<file path="src/rtl/hazard_ctrl_unit.sv">
// -----------------------------------------------------------------------------
// hazard_ctrl_unit
//
// Hazard and stall controller for the 5-stage pipelined MIPS core. It sits
// beside the ID stage and replaces the old purely combinational load-use
// detector. It handles three kinds of event:
//   - load-use hazards: inserts LOAD_USE_STALLS bubbles into ID/EX while PC
//     and IF/ID hold;
//   - taken branches/jumps resolved in EX: flush IF/ID for FLUSH_SLOTS cycles;
//   - data-memory busy: freeze the whole pipe. Stall and flush progress is
//     paused, so a busy period stretches a stall instead of consuming it.
//
// Parameters
//   REG_ADDR_W      width of register specifiers
//   LOAD_USE_STALLS bubbles per load-use hazard (1..7)
//   FLUSH_SLOTS     cycles if_id_flush stays high after a taken branch (1..3)
//   ZERO_REG_EXCL   1: a load targeting register 0 never causes a stall
//
// Ports
//   clk, rst_n      clock (rising edge), synchronous active-low reset
//   id_ex_rt        destination register of the instruction in EX
//   id_ex_memread   instruction in EX is a load
//   if_id_rs/rt     source registers of the instruction in ID
//   if_id_uses_rs/rt  instruction in ID really reads rs / rt
//   branch_taken    branch/jump resolved taken in EX
//   dmem_busy       data memory not ready; whole pipe must hold
//   pcwrite         PC update enable
//   if_id_write     IF/ID register enable
//   hu_sel          1 = ID/EX control fields zeroed (bubble)
//   if_id_flush     clear IF/ID to NOP
//   pipe_hold       freeze ID/EX, EX/MEM and MEM/WB
//   stall_cycles    (HAZARD_CTRL_PERF_EN only) bubble cycles, saturating
//   flush_cycles    (HAZARD_CTRL_PERF_EN only) flush cycles, saturating
//
// Optional feature macro: HAZARD_CTRL_PERF_EN adds the two performance
// counters. Without it the ports and counters do not exist.
// -----------------------------------------------------------------------------
module hazard_ctrl_unit #(
    parameter int REG_ADDR_W      = 5,
    parameter int LOAD_USE_STALLS = 1,
    parameter int FLUSH_SLOTS     = 1,
    parameter int ZERO_REG_EXCL   = 1
) (
    input  logic                  clk,
    input  logic                  rst_n,
    input  logic [REG_ADDR_W-1:0] id_ex_rt,
    input  logic                  id_ex_memread,
    input  logic [REG_ADDR_W-1:0] if_id_rs,
    input  logic [REG_ADDR_W-1:0] if_id_rt,
    input  logic                  if_id_uses_rs,
    input  logic                  if_id_uses_rt,
    input  logic                  branch_taken,
    input  logic                  dmem_busy,
`ifdef HAZARD_CTRL_PERF_EN
    output logic [31:0]           stall_cycles,
    output logic [31:0]           flush_cycles,
`endif
    output logic                  pcwrite,
    output logic                  if_id_write,
    output logic                  hu_sel,
    output logic                  if_id_flush,
    output logic                  pipe_hold
);

    // -------------------------------------------------------------------------
    // Parameter range checks: out-of-range values stop elaboration.
    // -------------------------------------------------------------------------
    generate
        if (REG_ADDR_W < 1) begin : g_bad_addr_w
            $error("hazard_ctrl_unit: REG_ADDR_W must be at least 1");
        end
        if (LOAD_USE_STALLS < 1 || LOAD_USE_STALLS > 7) begin : g_bad_lus
            $error("hazard_ctrl_unit: LOAD_USE_STALLS must be in 1..7");
        end
        if (FLUSH_SLOTS < 1 || FLUSH_SLOTS > 3) begin : g_bad_fs
            $error("hazard_ctrl_unit: FLUSH_SLOTS must be in 1..3");
        end
        if (ZERO_REG_EXCL < 0 || ZERO_REG_EXCL > 1) begin : g_bad_zx
            $error("hazard_ctrl_unit: ZERO_REG_EXCL must be 0 or 1");
        end
    endgenerate

    // -------------------------------------------------------------------------
    // State encoding
    // -------------------------------------------------------------------------
    localparam logic [1:0] ST_RUN      = 2'd0;
    localparam logic [1:0] ST_LU_STALL = 2'd1;
    localparam logic [1:0] ST_FLUSH    = 2'd2;

    // Counter reload values. The cycle that detects the event is the first
    // stall/flush cycle, so the counter holds the number still to come.
    localparam logic [2:0] LU_RELOAD    = 3'(LOAD_USE_STALLS - 1);
    localparam logic [2:0] FLUSH_RELOAD = 3'(FLUSH_SLOTS - 1);
    localparam bit         LU_MULTI     = (LOAD_USE_STALLS > 1);
    localparam bit         FLUSH_MULTI  = (FLUSH_SLOTS > 1);
    localparam bit         EXCL_R0      = (ZERO_REG_EXCL != 0);

    logic [1:0] state_q, state_d;
    logic [2:0] cnt_q,   cnt_d;

    // -------------------------------------------------------------------------
    // Load-use detect. Operand usage qualifies each compare so that
    // instructions without an rs/rt read do not stall falsely.
    // -------------------------------------------------------------------------
    logic rt_is_zero;
    logic rs_match;
    logic rt_match;
    logic lu_hit;

    always_comb begin
        rt_is_zero = (id_ex_rt == '0);
        rs_match   = if_id_uses_rs && (id_ex_rt == if_id_rs);
        rt_match   = if_id_uses_rt && (id_ex_rt == if_id_rt);
        lu_hit     = id_ex_memread && !(EXCL_R0 && rt_is_zero)
                     && (rs_match || rt_match);
    end

    // -------------------------------------------------------------------------
    // Next-state and output logic.
    // Priority: reset, dmem_busy, branch_taken, then load-use handling.
    // -------------------------------------------------------------------------
    always_comb begin
        state_d     = state_q;
        cnt_d       = cnt_q;
        pcwrite     = 1'b1;
        if_id_write = 1'b1;
        hu_sel      = 1'b0;
        if_id_flush = 1'b0;
        pipe_hold   = 1'b0;

        if (!rst_n) begin
            // Front end held and squashed while in reset; back end runs.
            pcwrite     = 1'b0;
            if_id_write = 1'b0;
            hu_sel      = 1'b1;
            if_id_flush = 1'b1;
            state_d     = ST_RUN;
            cnt_d       = 3'd0;
        end else if (dmem_busy) begin
            // Full freeze. State and counter hold so the stall or flush
            // resumes exactly where it left off once memory is ready.
            pcwrite     = 1'b0;
            if_id_write = 1'b0;
            pipe_hold   = 1'b1;
        end else if (branch_taken) begin
            // A taken branch wins in every state: squash the wrong-path
            // instruction in ID. Any coincident load-use hit belongs to that
            // squashed instruction and is dropped, and an ongoing stall is
            // abandoned. In FLUSH this reloads the flush window.
            if_id_flush = 1'b1;
            hu_sel      = 1'b1;
            if (FLUSH_MULTI) begin
                state_d = ST_FLUSH;
                cnt_d   = FLUSH_RELOAD;
            end else begin
                state_d = ST_RUN;
                cnt_d   = 3'd0;
            end
        end else begin
            case (state_q)
                ST_RUN: begin
                    if (lu_hit) begin
                        pcwrite     = 1'b0;
                        if_id_write = 1'b0;
                        hu_sel      = 1'b1;
                        if (LU_MULTI) begin
                            state_d = ST_LU_STALL;
                            cnt_d   = LU_RELOAD;
                        end
                    end
                end

                ST_LU_STALL: begin
                    // EX holds a bubble now, so lu_hit is not re-evaluated.
                    pcwrite     = 1'b0;
                    if_id_write = 1'b0;
                    hu_sel      = 1'b1;
                    if (cnt_q <= 3'd1) begin
                        state_d = ST_RUN;
                        cnt_d   = 3'd0;
                    end else begin
                        cnt_d = cnt_q - 3'd1;
                    end
                end

                ST_FLUSH: begin
                    if_id_flush = 1'b1;
                    hu_sel      = 1'b1;
                    if (cnt_q <= 3'd1) begin
                        state_d = ST_RUN;
                        cnt_d   = 3'd0;
                    end else begin
                        cnt_d = cnt_q - 3'd1;
                    end
                end

                default: begin
                    // Unreachable encoding: recover to RUN.
                    state_d = ST_RUN;
                    cnt_d   = 3'd0;
                end
            endcase
        end
    end

    always_ff @(posedge clk) begin
        if (!rst_n) begin
            state_q <= ST_RUN;
            cnt_q   <= 3'd0;
        end else begin
            state_q <= state_d;
            cnt_q   <= cnt_d;
        end
    end

`ifdef HAZARD_CTRL_PERF_EN
    // -------------------------------------------------------------------------
    // Performance counters. A bubble cycle is one where ID/EX is zeroed but
    // not because of a flush; freeze cycles have hu_sel=0 and if_id_flush=0,
    // so both counters naturally hold while dmem_busy is high.
    // -------------------------------------------------------------------------
    logic [31:0] stall_cnt_q, stall_cnt_d;
    logic [31:0] flush_cnt_q, flush_cnt_d;

    always_comb begin
        stall_cnt_d = stall_cnt_q;
        flush_cnt_d = flush_cnt_q;
        if (hu_sel && !if_id_flush && !pipe_hold && (stall_cnt_q != 32'hFFFF_FFFF)) begin
            stall_cnt_d = stall_cnt_q + 32'd1;
        end
        if (if_id_flush && (flush_cnt_q != 32'hFFFF_FFFF)) begin
            flush_cnt_d = flush_cnt_q + 32'd1;
        end
    end

    always_ff @(posedge clk) begin
        if (!rst_n) begin
            stall_cnt_q <= 32'd0;
            flush_cnt_q <= 32'd0;
        end else begin
            stall_cnt_q <= stall_cnt_d;
            flush_cnt_q <= flush_cnt_d;
        end
    end

    assign stall_cycles = stall_cnt_q;
    assign flush_cycles = flush_cnt_q;
`endif

endmodule

</file>
<file path="config.mk">
export PLATFORM = sky130hd
export DESIGN_NAME = hazard_ctrl_unit
export DESIGN_NICKNAME = d
export VERILOG_FILES = /design/src/rtl/hazard_ctrl_unit.sv
export SDC_FILE = /design/constraint.sdc
export NUM_CORES = 1
export LEC_CHECK = 0
export BUFFER_PORTS_ARGS = -buffer_cell sky130_fd_sc_hd__buf_2
export CAP_MARGIN = 40
export CORE_AREA = 2 2 39 41
export DETAILED_ROUTE_END_ITERATION = 6
export DIE_AREA = 0 0 41 43
export MAX_ROUTING_LAYER = met4
export PLACE_DENSITY_LB_ADDON = 0.08
export SLEW_MARGIN = 20
export SYNTH_ARGS = -nofsm -noshare
export SYNTH_HDL_FRONTEND = slang
export SYNTH_SLANG_ARGS = --single-unit
</file>
<file path="constraint.sdc">
create_clock -name clk -period 3.3 [get_ports clk]
set_input_delay 0.165 -clock clk [delete_from_list [all_inputs] [get_ports clk]]
set_output_delay 0.165 -clock clk [all_outputs]
set_load 0.1 [all_outputs]
</file>
==> impl_metrics.tcl, run 1 <==
set metrics [dict create \
    outcome "finished, final reports clean" \
    sequentialPowerShare 0 \
    ant_nets 0 \
    io_buffers 26 \
    fin_crit_sh 0.539 \
    maxCapViolCount 0 \
    fillers 163 \
    grt_max_degree 4 \
    setup_viol 0 \
    num_vias 244 \
    area_delta_synth_final_pct 77.6 \
    nClkBuffers 0 \
    synthesis.area_um2 184 \
    worstSetupPathType "in2out" \
    crit_path_end_kind "output port" \
    ys_seq_area_frac 0 \
    fmax_mhz 562 \
    hp-class "in2out" \
    diodes 0 \
    first_global_vias 201 \
    core.rowCount 14 \
    tns_ns 0 \
    required_ns 3.13 \
    grt.total_usage 0.0645 \
    ir_worst_vdd_v 0.0000412 \
    multi_input_area_um2 169 \
    seq_cell_count 0 \
    avgRoutedWirePerCell_um 8.95 \
    core_mm2 0.00138 \
    drt_pass1_iterations 2 \
    initial_core_util 0.133 \
    comb_power_share 1.000 \
    dieHeight_um 43 \
    via_per_inst 3.75 \
    wl_met2_um 270 \
    antenna_found_initial 0 \
    ys_types 14 \
    arrival_ns 1.61 \
    synth_fp_nets 46 \
    place.gp.congestion 0.694 \
    final_core_util 0.236 \
    maxSlewViolCount 0 \
    period_needed_ns 1.78 \
    hold_buffers 0 \
    dr_wl_met3_um 59 \
    dp_hpwl_um 538 \
    drive_above_1_share 0.551 \
    finalHoldViolations 0 \
    fp.dieW_um 41 \
    yosysWarnings 0 \
    cts_setup_buffers 0 \
    grt_pass1_wl_um 821 \
    powerDensity_mw_per_mm2 191 \
    slew_headroom 0.676 \
    drcViolationCount 0 \
    critical_path.max_fanout 3 \
    synthCells 24 \
    cts-resized-gates 0 \
    grt-ovfl-total 0 \
    power.leakage_nw 0.169 \
    m1WireLength_um 252 \
    die-area_mm2 0.00176 \
    highest_layer "met3" \
    io_pins 27 \
    p_int_w 0.0000203 \
    drt-total-wl_um 582 \
    rsz0062_at_grt "false" \
    startpoint_type "primary input" \
    p_sw_frac 0.676 \
    worstMarginPinSlew_ns 0.489 \
    register_area_um2 0 \
    clkPwrFrac 0 \
    syn_area_per_cell_um2 7.66 \
    power_switching_w 0.0000422 \
    fin_nets 73 \
    drt_iter0_drc 1 \
]
## metrics by stage
stage	setup WS, ns	hold slack (ns)	total power [W]	cell area [µm²]	instances
finish	1.52	0.786	0.0000625	327	65
global route	1.39	0.805	0.0000665	327	65
CTS	1.50	0.790	0.0000633	327	65
detailed placement	1.51	0.789	0.0000632	327	65
global placement	1.51	0.796	0.0000638	327	65
floorplan	0.631	0.747	0.0000428	184	24
## critical path: stages
cell and delay [ns]:
buf_2 0.13, or4_1 0.50, o21ai_0 0.20, o311a_1 0.19
buf_2 0.43
## path summary, 6_finish.rpt
check / to / cells past startpoint / startpoint / slack (ns)
setup / recovery: if_id_write / 5 / id_ex_rt[1] / 1.52
hold / removal: if_id_flush / 3 / dmem_busy / 0.79
## layout make-up
class / instances / share of cell area
well taps: 16 / 0.0613
inverters: 2 / 0.0230
repair buffers: 26 / 0.398
multi-input cells: 21 / 0.517
## cells in the mapped netlist
| master | instances | share of area |
|---|---|---|
| nor4_1 | 1 | 0.034 |
| o311a_1 | 1 | 0.054 |
| o21bai_1 | 1 | 0.041 |
| or4_1 | 1 | 0.041 |
| nor4_2 | 1 | 0.068 |
| and2_0 | 1 | 0.034 |
| inv_1 | 2 | 0.041 |
| xor2_1 | 8 | 0.38 |
| nand2b_1 | 1 | 0.034 |
| and2_1 | 1 | 0.034 |
| xnor2_1 | 2 | 0.095 |
| o21ai_0 | 2 | 0.054 |
| a32oi_1 | 1 | 0.048 |
| buf_4 | 1 | 0.041 |
## cells in the final DEF, fill, tap and decap left out
cell type   n
o21ai_1     1
a32oi_1     1
buf_2      26
nor4_2      1
nand2b_1    1
or4_1       1
and2_0      1
inv_1       2
xor2_1      8
and2_1      1
o21bai_1    1
xnor2_1     2
o21ai_0     1
o311a_1     1
nor4_1      1
## metal layers
layer / track usage / up-vias
li1: - / 134
met2: 0.100 / 10
met1: 0.0949 / 100
met5: - / -
met4: 0 / 0
met3: 0.00524 / 0
## power by group through the flow
stage	clock network [W]	registers, W	logic [W]
2_1_floorplan	0	0	0.0000428
3_3_place_gp	0	0	0.0000638
3_5_place_dp	0	0	0.0000632
4_1_cts	0	0	0.0000633
5_1_grt	0	0	0.0000665
6_report	0	0	0.0000625
## logic make-up (layout without fill, tap and decap cells)
group | after synthesis | count (layout) | share of synthesized area
XOR/XNOR | 10 | 10 | 0.476
AND/OR/NAND/NOR | 6 | 6 | 0.245
AO/OA/AOI/OAI | 5 | 5 | 0.197
buffers and inverters | 3 | 28 | 0.0817
No activity file was read; power rests on OpenSTA's default activity.
==> run 2: changes to the inputs <==
clock period = 1.65 ns   (was 3.3 ns; I/O delays follow)
==> impl_metrics.tcl, run 2 (synthesis results as in run 1) <==
set metrics [dict create \
    place_area_um2 390 \
    first_global_vias 254 \
    drt-total-wl_um 605 \
    power_switching_w 0.0000895 \
    seq_cell_count 0 \
    avgRoutedWirePerCell_um 9.31 \
    io_pins 27 \
    powerDensity_mw_per_mm2 374 \
    period_needed_ns 1.52 \
    arrival_ns 1.43 \
    tns_ns 0 \
    drt_pass1_iterations 2 \
    worstMarginPinSlew_ns 0.483 \
    cts-resized-gates 0 \
    multi_input_area_um2 188 \
    crit_path_end_kind "output port" \
    dp_hpwl_um 562 \
    final_common_cell "buf_2" \
    num_vias 266 \
    fin_nets 73 \
    io_buffers 26 \
    diodes 0 \
    drcViolationCount 0 \
    min_path_cells 3 \
    maxSlewViolCount 0 \
    comb_power_share 1.000 \
    drt_iter0_drc 1 \
    outcome "finished, final reports clean" \
    fp.dieW_um 41 \
    core.rowCount 14 \
    required_ns 1.57 \
    drive_above_1_share 0.612 \
    antenna_found_initial 0 \
    hp-start "rst_n" \
    maxCapViolCount 0 \
    ant_nets 0 \
    fillers 155 \
    via_per_inst 4.09 \
    slew_headroom 0.680 \
    p_int_w 0.0000566 \
    grt_max_degree 4 \
    area_delta_synth_final_pct 112 \
    finalHoldViolations 0 \
    fin_hold_ws_ns 0.585 \
    hp-class "in2out" \
    power.leakage_nw 0.192 \
    grt.total_usage 0.0716 \
    initial_core_util 0.133 \
    hold_buffers 0 \
    critical_path.max_fanout 3 \
    cts_setup_buffers 0 \
    final_cell_mix "buf_2, xor2_1, buf_12, inv_1, xnor2_1" \
    place.gp.congestion 0.599 \
    clkPwrFrac 0 \
    die-area_mm2 0.00176 \
    finalPower_w 0.000146 \
    grt_pass1_wl_um 903 \
    ir_worst_vdd_v 0.000160 \
    core_mm2 0.00138 \
    register_area_um2 0 \
    setup_ws_ns 0.135 \
    startpoint_type "primary input" \
    pre_cts_slack_ns 0.132 \
    setup_viol 0 \
    fmax_mhz 660 \
    p_sw_frac 0.613 \
    fin_crit_sh 0.918 \
    final_area_um2 390 \
    grt-ovfl-total 0 \
    worstSetupPathType "in2out" \
    dieHeight_um 43 \
    rsz0062_at_grt "false" \
    sequentialPowerShare 0 \
    nClkBuffers 0 \
    hold_end "pcwrite" \
]
run 2: changes by cell type in the layout (fill, tap and decap cells not counted):
| cell | before | now |
|---|---|---|
| o21ai_2 | 0 | 1 |
| o21bai_2 | 0 | 1 |
| buf_2 | 26 | 23 |
| o21bai_1 | 1 | 0 |
| o21ai_1 | 1 | 0 |
| o311a_1 | 1 | 0 |
| o311a_4 | 0 | 1 |
| buf_12 | 0 | 3 |
run 2: final cells by class:
class	count	area share
inverter	2	0.0192
timing repair buffer	26	0.449
multi-input combinational	21	0.481
tap	16	0.0513
run 2: power by group through the flow:
stage	clock [W]	combinational [W]	sequential [W]
final	0	0.000146	0
after global routing	0	0.000156	0
after CTS	0	0.000148	0
after detailed placement	0	0.000147	0
after global placement	0	0.000150	0
after floorplan	0	0.0000896	0
run 2: per-stage QoR:
stage,instances,util
after global routing,65,0.282
after global placement,65,0.282
final,65,0.282
after detailed placement,65,0.282
after floorplan,24,-
after CTS,65,0.282
run 2: worst max-delay path by stage:
stage | startpoint | endpoint
floorplan | branch_taken | hu_sel
global placement | id_ex_rt[1] | hu_sel
detailed placement | id_ex_rt[3] | if_id_write
CTS | id_ex_rt[3] | if_id_write
global route | id_ex_rt[1] | hu_sel
finish | id_ex_rt[3] | if_id_write
run 2: worst max-delay path, stage by stage:
cell     delay [ns]
buf_2          0.12
xor2_1         0.17
nor4_2         0.28
a32oi_1        0.19
o311a_4        0.42
buf_12         0.17
run 2: metal layers:
metal / part of all wire / global-route usage / vias up
li1: - / - / 134
met1: 0.36 / 0.0791 / 115
met2: 0.51 / 0.141 / 17
met3: 0.13 / 0 / 0
met4: 0 / 0 / 0
met5: 0 / - / -
